`src/rtl/ps2_pkg.sv`:
```
// Shared definitions for the PS/2 keyboard transmitter.
// Contents: scan-code constants, FSM state encoding, frame length, and
// helpers that describe the byte sequence emitted for one key event.
package ps2_pkg;

  localparam logic [7:0]  SC_BREAK   = 8'hF0;  // release prefix
  localparam logic [7:0]  SC_SHIFT   = 8'h12;  // left-shift make code
  localparam int unsigned FRAME_BITS = 11;     // start + 8 data + parity + stop
  localparam logic [2:0]  DATA_LAST  = 3'd7;

  typedef enum logic [2:0] {
    S_IDLE,
    S_LOAD,
    S_START,
    S_DATA,
    S_PARITY,
    S_STOP,
    S_GAP
  } ps2_state_t;

  // Index of the final byte in the sequence for this event kind.
  function automatic logic [1:0] seq_last(input logic shifted, input logic rel);
    logic [1:0] n;
    case ({shifted, rel})
      2'b00:   n = 2'd0;
      2'b01:   n = 2'd1;
      2'b10:   n = 2'd1;
      default: n = 2'd3;
    endcase
    return n;
  endfunction

  // Byte number idx of the sequence for this event kind.
  function automatic logic [7:0] seq_byte(input logic [7:0] code, input logic shifted,
                                          input logic rel, input logic [1:0] idx);
    logic [7:0] b;
    case ({shifted, rel})
      2'b01:   b = (idx == 2'd0) ? SC_BREAK : code;
      2'b10:   b = (idx == 2'd0) ? SC_SHIFT : code;
      2'b11: begin
        case (idx)
          2'd0:    b = SC_BREAK;
          2'd1:    b = code;
          2'd2:    b = SC_BREAK;
          default: b = SC_SHIFT;
        endcase
      end
      default: b = code;
    endcase
    return b;
  endfunction

endpackage

```
`src/rtl/ps2_ascii2scan.sv`:
```
// Combinational ASCII to PS/2 set-2 scan-code lookup.
// Ports:
//   i_ascii   - ASCII character
//   o_code    - make code (lowercase letter code for capitals)
//   o_shifted - character is an uppercase letter
//   o_valid   - character has a mapping
module ps2_ascii2scan (
  input  logic [7:0] i_ascii,
  output logic [7:0] o_code,
  output logic       o_shifted,
  output logic       o_valid
);

  logic       w_upper;
  logic [7:0] w_lower;

  assign w_upper = (i_ascii >= 8'h41) && (i_ascii <= 8'h5A);
  assign w_lower = w_upper ? (i_ascii | 8'h20) : i_ascii;

  always_comb begin
    o_code    = '0;
    o_valid   = 1'b1;
    o_shifted = w_upper;
    case (w_lower)
      8'h30: o_code = 8'h45;
      8'h31: o_code = 8'h16;
      8'h32: o_code = 8'h1E;
      8'h33: o_code = 8'h26;
      8'h34: o_code = 8'h25;
      8'h35: o_code = 8'h2E;
      8'h36: o_code = 8'h36;
      8'h37: o_code = 8'h3D;
      8'h38: o_code = 8'h3E;
      8'h39: o_code = 8'h46;
      8'h61: o_code = 8'h1C;
      8'h62: o_code = 8'h32;
      8'h63: o_code = 8'h21;
      8'h64: o_code = 8'h23;
      8'h65: o_code = 8'h24;
      8'h66: o_code = 8'h2B;
      8'h67: o_code = 8'h34;
      8'h68: o_code = 8'h33;
      8'h69: o_code = 8'h43;
      8'h6A: o_code = 8'h3B;
      8'h6B: o_code = 8'h42;
      8'h6C: o_code = 8'h4B;
      8'h6D: o_code = 8'h3A;
      8'h6E: o_code = 8'h31;
      8'h6F: o_code = 8'h44;
      8'h70: o_code = 8'h4D;
      8'h71: o_code = 8'h15;
      8'h72: o_code = 8'h2D;
      8'h73: o_code = 8'h1B;
      8'h74: o_code = 8'h2C;
      8'h75: o_code = 8'h3C;
      8'h76: o_code = 8'h2A;
      8'h77: o_code = 8'h1D;
      8'h78: o_code = 8'h22;
      8'h79: o_code = 8'h35;
      8'h7A: o_code = 8'h1A;
      default: begin
        o_code    = '0;
        o_valid   = 1'b0;
        o_shifted = 1'b0;
      end
    endcase
  end

endmodule

```
`src/rtl/ps2_key_tx.sv`:
```
// PS/2 device-side keyboard transmitter: turns ASCII key events into
// make/break scan-code frames on device-driven ps2_clk/ps2_data.
// Ports:
//   clk, rst          - system clock, synchronous active-high reset
//   key_valid/ready   - event handshake; key_ascii, key_release = payload
//   key_err           - one-cycle pulse after accepting an unmapped character
//   ps2_clk, ps2_data - registered PS/2 lines, idle high
//   busy              - inverse of key_ready
module ps2_key_tx
  import ps2_pkg::*;
#(
  parameter int unsigned CLK_HALF = 8,
  parameter int unsigned GAP_CYC  = 16
) (
  input  logic       clk,
  input  logic       rst,
  input  logic       key_valid,
  input  logic [7:0] key_ascii,
  input  logic       key_release,
  output logic       key_ready,
  output logic       key_err,
  output logic       ps2_clk,
  output logic       ps2_data,
  output logic       busy
);

  localparam int unsigned BIT_CYC = 2 * CLK_HALF;
  localparam int unsigned CNT_TOP = (BIT_CYC > GAP_CYC) ? BIT_CYC : GAP_CYC;
  localparam int unsigned CW      = $clog2(CNT_TOP);
  localparam logic [CW-1:0] BIT_LAST = CW'(BIT_CYC - 1);
  localparam logic [CW-1:0] GAP_LAST = CW'(GAP_CYC - 1);
  localparam logic [CW-1:0] HALF     = CW'(CLK_HALF);

  ps2_state_t    r_state, w_state_n;
  logic [CW-1:0] r_cnt, w_cnt_n;
  logic [2:0]    r_bit, w_bit_n;
  logic [1:0]    r_byte, w_byte_n;
  logic [7:0]    r_code;
  logic          r_shift, r_rel, r_mapped;
  logic          r_ps2_clk, r_ps2_data;
  logic          w_clk_n, w_data_n;
  logic          w_bit_end, w_accept;
  logic [1:0]    w_last;
  logic [7:0]    w_frame_byte;
  logic [7:0]    w_map_code;
  logic          w_map_shifted, w_map_valid;

  ps2_ascii2scan u_map (
    .i_ascii   (key_ascii),
    .o_code    (w_map_code),
    .o_shifted (w_map_shifted),
    .o_valid   (w_map_valid)
  );

  assign w_accept  = (r_state == S_IDLE) && key_valid;
  assign w_bit_end = (r_cnt == BIT_LAST);
  assign w_last    = seq_last(r_shift, r_rel);

  // LOAD is the first cycle of the start bit, so the mapping is decided at
  // acceptance and the counter already runs through LOAD into START.
  always_comb begin
    w_state_n = r_state;
    w_cnt_n   = r_cnt;
    w_bit_n   = r_bit;
    w_byte_n  = r_byte;
    case (r_state)
      S_IDLE: begin
        if (key_valid) begin
          w_state_n = S_LOAD;
          w_cnt_n   = '0;
          w_bit_n   = '0;
          w_byte_n  = '0;
        end
      end
      S_LOAD: begin
        if (!r_mapped) begin
          w_state_n = S_IDLE;
          w_cnt_n   = '0;
        end else begin
          w_state_n = S_START;
          w_cnt_n   = r_cnt + CW'(1);
        end
      end
      S_START: begin
        if (w_bit_end) begin
          w_state_n = S_DATA;
          w_cnt_n   = '0;
          w_bit_n   = '0;
        end else begin
          w_cnt_n = r_cnt + CW'(1);
        end
      end
      S_DATA: begin
        if (w_bit_end) begin
          w_cnt_n = '0;
          if (r_bit == DATA_LAST) begin
            w_state_n = S_PARITY;
            w_bit_n   = '0;
          end else begin
            w_bit_n = r_bit + 3'd1;
          end
        end else begin
          w_cnt_n = r_cnt + CW'(1);
        end
      end
      S_PARITY: begin
        if (w_bit_end) begin
          w_state_n = S_STOP;
          w_cnt_n   = '0;
        end else begin
          w_cnt_n = r_cnt + CW'(1);
        end
      end
      S_STOP: begin
        if (w_bit_end) begin
          w_state_n = S_GAP;
          w_cnt_n   = '0;
        end else begin
          w_cnt_n = r_cnt + CW'(1);
        end
      end
      S_GAP: begin
        if (r_cnt == GAP_LAST) begin
          w_cnt_n = '0;
          if (r_byte == w_last) begin
            w_state_n = S_IDLE;
            w_byte_n  = '0;
          end else begin
            w_state_n = S_LOAD;
            w_byte_n  = r_byte + 2'd1;
          end
        end else begin
          w_cnt_n = r_cnt + CW'(1);
        end
      end
      default: begin
        w_state_n = S_IDLE;
        w_cnt_n   = '0;
        w_bit_n   = '0;
        w_byte_n  = '0;
      end
    endcase
  end

  // Line values are derived from the next state so the registered outputs
  // line up with the state they belong to.
  assign w_frame_byte = seq_byte(r_code, r_shift, r_rel, w_byte_n);

  always_comb begin
    w_clk_n  = 1'b1;
    w_data_n = 1'b1;
    case (w_state_n)
      S_LOAD: begin
        w_data_n = (r_state == S_IDLE) ? ~w_map_valid : 1'b0;
        w_clk_n  = 1'b1;
      end
      S_START: begin
        w_data_n = 1'b0;
        w_clk_n  = (w_cnt_n < HALF);
      end
      S_DATA: begin
        w_data_n = w_frame_byte[w_bit_n];
        w_clk_n  = (w_cnt_n < HALF);
      end
      S_PARITY: begin
        w_data_n = ~^w_frame_byte;
        w_clk_n  = (w_cnt_n < HALF);
      end
      S_STOP: begin
        w_data_n = 1'b1;
        w_clk_n  = (w_cnt_n < HALF);
      end
      default: begin
        w_data_n = 1'b1;
        w_clk_n  = 1'b1;
      end
    endcase
  end

  always_ff @(posedge clk) begin
    if (rst) begin
      r_state    <= S_IDLE;
      r_cnt      <= '0;
      r_bit      <= '0;
      r_byte     <= '0;
      r_code     <= '0;
      r_shift    <= 1'b0;
      r_rel      <= 1'b0;
      r_mapped   <= 1'b0;
      r_ps2_clk  <= 1'b1;
      r_ps2_data <= 1'b1;
    end else begin
      r_state    <= w_state_n;
      r_cnt      <= w_cnt_n;
      r_bit      <= w_bit_n;
      r_byte     <= w_byte_n;
      r_ps2_clk  <= w_clk_n;
      r_ps2_data <= w_data_n;
      if (w_accept) begin
        r_code   <= w_map_code;
        r_shift  <= w_map_shifted;
        r_rel    <= key_release;
        r_mapped <= w_map_valid;
      end
    end
  end

  assign key_ready = (r_state == S_IDLE);
  assign busy      = ~key_ready;
  assign key_err   = (r_state == S_LOAD) && !r_mapped;
  assign ps2_clk   = r_ps2_clk;
  assign ps2_data  = r_ps2_data;

endmodule

```
`config.mk`:
```
export PLATFORM = sky130hd
export DESIGN_NAME = ps2_key_tx
export DESIGN_NICKNAME = d
export VERILOG_FILES = /design/src/rtl/ps2_pkg.sv /design/src/rtl/ps2_ascii2scan.sv /design/src/rtl/ps2_key_tx.sv
export SDC_FILE = /design/constraint.sdc
export NUM_CORES = 1
export LEC_CHECK = 0
export ABC_AREA = 1
export CELL_PAD_IN_SITES_DETAIL_PLACEMENT = 0
export CELL_PAD_IN_SITES_GLOBAL_PLACEMENT = 1
export CORE_ASPECT_RATIO = 0.9
export CORE_MARGIN = 8
export CORE_UTILIZATION = 44
export CTS_CLUSTER_DIAMETER = 30
export DETAILED_ROUTE_END_ITERATION = 10
export PLACE_DENSITY = 0.91
export RECOVER_POWER = 50
export SYNTH_ARGS = -nofsm -noshare
export SYNTH_HDL_FRONTEND = slang
export SYNTH_SLANG_ARGS = --single-unit
```
`constraint.sdc`:
```
create_clock -name clk -period 3.9 [get_ports clk]
set_clock_uncertainty 0.2 [all_clocks]
set_input_delay 0.39 -clock clk [delete_from_list [all_inputs] [get_ports clk]]
set_output_delay 0.39 -clock clk [all_outputs]
set_load 0.02 [all_outputs]
```
# Word level (Yosys, flattened, before mapping)
# Index checks and enable logic that the tools add are counted.
[word_totals] out_inout_bits=5 inputBits=12 regBits=25 wordCells=127
[op_classes] mux=36 n_bitwise=3 n_eq_ne=55 n_addsub=3 reduce_logical=16 n_lt_le_gt_ge=4
[ops] op="$pmux 7 s36" count=1
[ops] op="$eq 8x7->1 const B" count=26
[ops] op="$eq 8x6->1 const B" count=10
[ops] op="$reduce_or 36->1" count=1
[ops] op="$mux 3" count=11
[ops] op="$pmux 8 s3" count=1
[ops] op="$pmux 3 s7" count=1
[ops] op="$eq 3x3->1 const B" count=6
[ops] op="$mux 8" count=2
[ops] op="$pmux 8 s2" count=1
[ops] op="$eq 3x2->1 const B" count=4
[ops] op="$mux 4" count=3
[ops] op="$pmux 3 s4" count=1
[ops] op="$pmux 4 s3" count=1
[ops] op="$reduce_or 5->1" count=2
[ops] op="$ge 8x7->1 const B" count=1
[ops] op="$le 8x7->1 const B" count=1
[ops] op="$mux 2" count=4
[ops] op="$reduce_or 4->1" count=2
[ops] op="$reduce_xnor 8->1" count=1
[ops] op="$eq 2x2->1 const B" count=3
[ops] op="$eq 3x1->1 const B" count=2
[ops] op="$mux 6" count=1
[ops] op="$pmux 2 s3" count=1
[ops] op="other kinds (18)" count=30

# Longest topological paths before layout
[logic_depth] depth_word=14 mapped_depth=21 depth_no_buf=21

# Cells and area by module
# Synthesis repeated with hierarchy kept, for this count alone.
[unflattened] hier_cells=487 area_unflattened_um2=2775.2
[by_module_without_submodules] module="ps2_key_tx" n_inst=1 seq_area_each_um2=500.5 cells_each=325 area_per_inst_um2=1943.1
[by_module_without_submodules] module="ps2_ascii2scan" n_inst=1 seq_area_each_um2=0.0 cells_each=162 area_per_inst_um2=832.0

# Least setup slack after synthesis
# No wires, ideal clock.
[synth_timing] kind="register -> register" from="reg r_state[0]" to="reg r_ps2_data (netlist: ps2_data)" path_stages_with_launch=18 setup_slack_ps=1735 period_less_slack_ps=2165 required_time_ps=3588 t_arrival_ps=1853 setup_time_ps=112 n_path_buf=1 path_cell_list="dfxtp_1 > buf_6 > nor2_2 > inv_2 > nor2_4 > inv_2 > nor2_2 > a21oi_1 > o21bai_2 > inv_2 > a21oi_1 > nand2_1 > nand2_1 > nand2_1 > nand3_1 > nand2_1 > inv_1 > nand2_1"
[synth_via] elab_cells_between_ends=36 cone_classes="eq/ne (12); mux (18); reduce/logical (6)"
[synth_rtl] item="start, declared" line="ps2_key_tx.sv:34" source="ps2_state_t r_state, w_state_n;"
[synth_rtl] item="start signal, assigned" line="ps2_key_tx.sv:193" source="r_state <= w_state_n;"
[synth_rtl] item="$logic_not 3->1 *"
[synth_rtl] item="via key_ready" line="ps2_key_tx.sv:20" source="output logic key_ready,"
[synth_rtl] item="$pmux 2 s3" line="ps2_key_tx.sv:66" source="case (r_state)"
[synth_rtl] item="$eq 2x2->1 or $logic_not 2->1 (tied branches)" line="ps2_pkg.sv:41, ps2_pkg.sv:38, ps2_pkg.sv:39"
[synth_rtl] item="$reduce_or 2->1 (no line)"
[synth_rtl] item="$pmux 8 s2" line="ps2_pkg.sv:41" source="case (idx)"
[synth_rtl] item="$pmux 8 s3" line="ps2_pkg.sv:37" source="case ({shifted, rel})"
[synth_rtl] item="$bmux 1 s3" line="ps2_key_tx.sv:162" source="w_data_n = w_frame_byte[w_bit_n];"
[synth_rtl] item="$mux 1 (not written as such)" line="ps2_key_tx.sv:162"
[synth_rtl] item="$pmux 1 s4 *" line="ps2_key_tx.sv:152" source="case (w_state_n)"
[synth_rtl] item="end signal, assigned" line="ps2_key_tx.sv:198" source="r_ps2_data <= w_data_n;"
[synth_rtl] item="end, declared" line="ps2_key_tx.sv:40" source="logic r_ps2_clk, r_ps2_data;"
# Mark *: on every way through the listed nets, which the timed path passes. The rest lies on a longest branch. The select of a mux whose other input is x is not followed.
# A chain may end at the register's enable or synchronous reset.

# Worst setup path after layout
[layout_timing] from="reg r_cnt[0]" to="reg r_ps2_data (netlist: ps2_data)"
[layout_via] elab_chain_len=10 elab_cells_between_ends=28 cone_classes="eq/ne (7); mux (18); reduce/logical (3)"
[layout_rtl] item="start, declared" line="ps2_key_tx.sv:35" source="logic [CW-1:0] r_cnt, w_cnt_n;"
[layout_rtl] item="start signal, assigned" line="ps2_key_tx.sv:194" source="r_cnt <= w_cnt_n;"
[layout_rtl] item="$eq 4x4->1 *" line="ps2_key_tx.sv:56, ps2_key_tx.sv:123"
[layout_rtl] item="$mux 2" line="ps2_key_tx.sv:123" source="if (r_cnt == GAP_LAST) begin"
[layout_rtl] item="$pmux 2 s3" line="ps2_key_tx.sv:66"
[layout_rtl] item="$eq 2x2->1 or $logic_not 2->1 (tied branches)" line="ps2_pkg.sv:41, ps2_pkg.sv:38, ps2_pkg.sv:39"
[layout_rtl] item="$reduce_or 2->1 (no line)"
[layout_rtl] item="$pmux 8 s2" line="ps2_pkg.sv:41"
[layout_rtl] item="$pmux 8 s3" line="ps2_pkg.sv:37"
[layout_rtl] item="$bmux 1 s3" line="ps2_key_tx.sv:162"
[layout_rtl] item="$mux 1 (not written as such)" line="ps2_key_tx.sv:162"
[layout_rtl] item="$pmux 1 s4 *" line="ps2_key_tx.sv:152"
# Every way passes the cells marked *; elsewhere a longest branch is shown, timed or not. The select of a mux whose other input is x is not followed.

==> metrics.cfg <==
[worst_hold_path]
min_path_type = reg -> reg
hold_start = r_code[4]
holdPathStages = 2
hold_end = r_code[4]

[placement]
dpl_cell_area_sq_um = 2610
dp_hpwl_microns = 5290
gp_congestion = 0.961
pre_cts_slack_ns = 1.02
io_buffer_count = 16

[layout]
multi_input_area_sq_um = 1590
nFillCells = 562
diodes = 0
area_delta_synth_final_pct = 9.94
final_common_cell = nand2_1
seqCellArea_sq_um = 480
final_cell_area_sq_um = 2630
nNetsFinal = 446
layout_common_cells = nand2_1, inv_1, nor2_1
drive_gt1_share_pct = 11.2
postLayoutCoreUtil_pct = 50.0

[setup_path]
crit_top_cell = nand2_1
worst_setup_path_start_kind = register
worst-path-buf-inv = 1
end_kind = register
path_cells = ha_1 > nand2_1 > nor2_1 > nand3_1 > nand3_2 > nand2_4 > inv_4 > nand2_2 > nand2_1 > nand3_1 > nand2_1 > nand3_1 > nand2_1 > nand2_1 > nand2_1 > nand3_1 > nand3_1 > nand2_1
r2r_end = ps2_data
crit_required_ns = 3.87
worstSetupPathType = reg -> reg
cpLargestDelayFamily = simple AND/OR/NAND/NOR gates
worst_path_max_delay_cell = nor2_1
crit_fanout = 13
slowest_delay_ns = 0.58
r2r-start = r_cnt[0]
regToRegSetupSlack_ns = 0.87
arrival_ns = 3.00
rr_worst_depth = 18

[cts]
cts_buffers = 3
post_cts_buffers = 0
ctsLongestPathBuffers = 2
clkSinkCount = 24
insertion_delay_ns = 0.26
root_buffer = clkbuf_8
htreeDepth = 1
hold_buffers = 0
cts-resized-gates = 0
cts.clk_slew.worst_paths_ns = 0.08
cts_tree = built

[sta]
hold_viol = 0
fin_crit_ns = 3.03
worst_slew_pin_slew_ns = 0.786
timing.final.crit_share_pct = 77.6
setup_viol = 0
fin_setup_tns_ns = 0
setup_slack_ns = 0.872
grt_setup_unrepaired = false
timing.slew.headroom_pct = 47.4
drv_slew = 0
fmax_mhz = 330

[pwr]
p_per_area_nw_per_um2 = 206
p_leak_nw = 1.24
total_power_uw = 543
irDropWorstVdd_v = 0.000107

[grt]
antenna_found_initial = 0
track_usage_pct = 16.5
overflow = 0
grt_pass1_wl_microns = 11000
grt_pass1_vias = 2536
grt_max_degree = 21

[synthesis]
synth_top_flop_cell = dfxtp_1
synth_area_sq_um = 2390
synth-seq-cells = 24
ys_types = 42
avgSynthCellArea_sq_um = 5.76
synth_edf_count = 0
syn_nets = 430
syn_inst = 415
ys_seq_area_share_pct = 20.1
synth_warnings = 0
ys_async_sr_fraction_pct = 0

[status]
status = completed

[die]
core_region_area_sq_um = 5260
pin_count = 17
dieArea_sq_um = 8050
start_util_pct = 45.5
row_count = 25
die_width_microns = 93.7
die_height_microns = 85.9

[route]
routed_wl_microns = 6470
drc = 0
drt_iter0_drc = 209
ant_nets = 0
wl_per_cell_microns = 13.0
first_pass_iters = 5
via_per_inst = 5.42
vias = 2688

[flow_run]
maxCapViolations = 0

## power breakdown
part           internal (mW)  switching [mW]  total (mW)  leakage (nW)
clock                 0.0690          0.0739       0.143        0.0216
combinational         0.0502          0.0927       0.143          1.03
sequential             0.250         0.00697       0.257         0.194
total                  0.369           0.174       0.543          1.24
## how the worst max path moves through the flow
stage / startpoint / end / depth (start not counted)
3_3_place_gp: key_ascii[3] / ps2_data / 18
6_report: r_cnt[0] / ps2_data / 18
2_1_floorplan: r_state[0] / ps2_data / 17
4_1_cts: r_cnt[0] / ps2_data / 20
5_1_grt: r_cnt[0] / ps2_data / 20
3_5_place_dp: key_ascii[0] / ps2_data / 18
## final cells by class
cell class                      instances  area share, %
Sequential cell                        24           18.3
Inverter                               70           10.3
Multi-Input combinational cell        316           60.6
Timing Repair Buffer                   16           6.09
Clock buffer                            3           1.57
Tap cell                               67           3.19
## sequential cells by signal, summed over array words and instances (netlist names)
| register | cells |
|---|---|
| ps2_clk | 1 |
| ps2_data | 1 |
| r_bit | 3 |
| r_byte | 2 |
| r_cnt | 4 |
| r_code | 7 |
| r_mapped | 1 |
| r_rel | 1 |
| r_shift | 1 |
| r_state | 3 |
## logic make-up after synthesis
group           synth area share (%)
compound gates                  17.5
xor+xnor                       0.366
fa+ha+maj                       1.57
buf+inv                         12.6
flops                           20.1
simple gates                    47.9
## worst register-to-register path, stage by stage, from the launching register on
cell     delay, ns
dfxtp_1       0.37
ha_1          0.21
nand2_1       0.09
nor2_1        0.58
nand3_1       0.27
nand3_2       0.14
nand2_4       0.10
inv_4         0.08
nand2_2       0.08
nand2_1       0.06
nand3_1       0.06
nand2_1       0.12
nand3_1       0.12
nand2_1       0.11
nand2_1       0.05
nand2_1       0.08
nand3_1       0.08
nand3_1       0.08
nand2_1       0.05
## synth_stat cells (2+ instances only)
library cell | instances | area share [%]
nor2_1 | 51 | 8.0
nand2_2 | 10 | 2.6
nand3_2 | 6 | 2.5
o211ai_1 | 3 | 0.94
o31ai_1 | 2 | 0.63
clkinv_1 | 2 | 0.31
nor2_2 | 8 | 2.1
a21oi_1 | 23 | 4.8
inv_4 | 3 | 0.79
o22ai_1 | 5 | 1.3
o21ai_0 | 20 | 4.2
nand2_4 | 3 | 1.4
inv_2 | 7 | 1.1
dfxtp_1 | 24 | 20
nand2_1 | 101 | 16
nor2_4 | 4 | 1.9
o21ai_1 | 7 | 1.5
nand3_1 | 39 | 8.2
inv_1 | 58 | 9.1
nand4_1 | 9 | 2.4
clkbuf_1 | 3 | 0.47
ha_1 | 3 | 1.6
nor3_1 | 5 | 1.0
## through the flow
step	std cells	hold WS, ns
after CTS	496	0.271
final	496	0.270
after global placement	493	0.255
after global routing	496	0.289
after detailed placement	493	0.258
after floorplan	415	0.245
## metal layers
| metal | wire length (microns) | track usage (%) | up-vias |
|---|---|---|---|
| met2 | 3000 | 28.5 | 75 |
| met5 | 0 | 0 | - |
| li1 | - | - | 1381 |
| met4 | 162 | 6.91 | 0 |
| met3 | 291 | 1.66 | 15 |
| met1 | 3020 | 20.1 | 1217 |
Power figures use the tool's default switching activity.
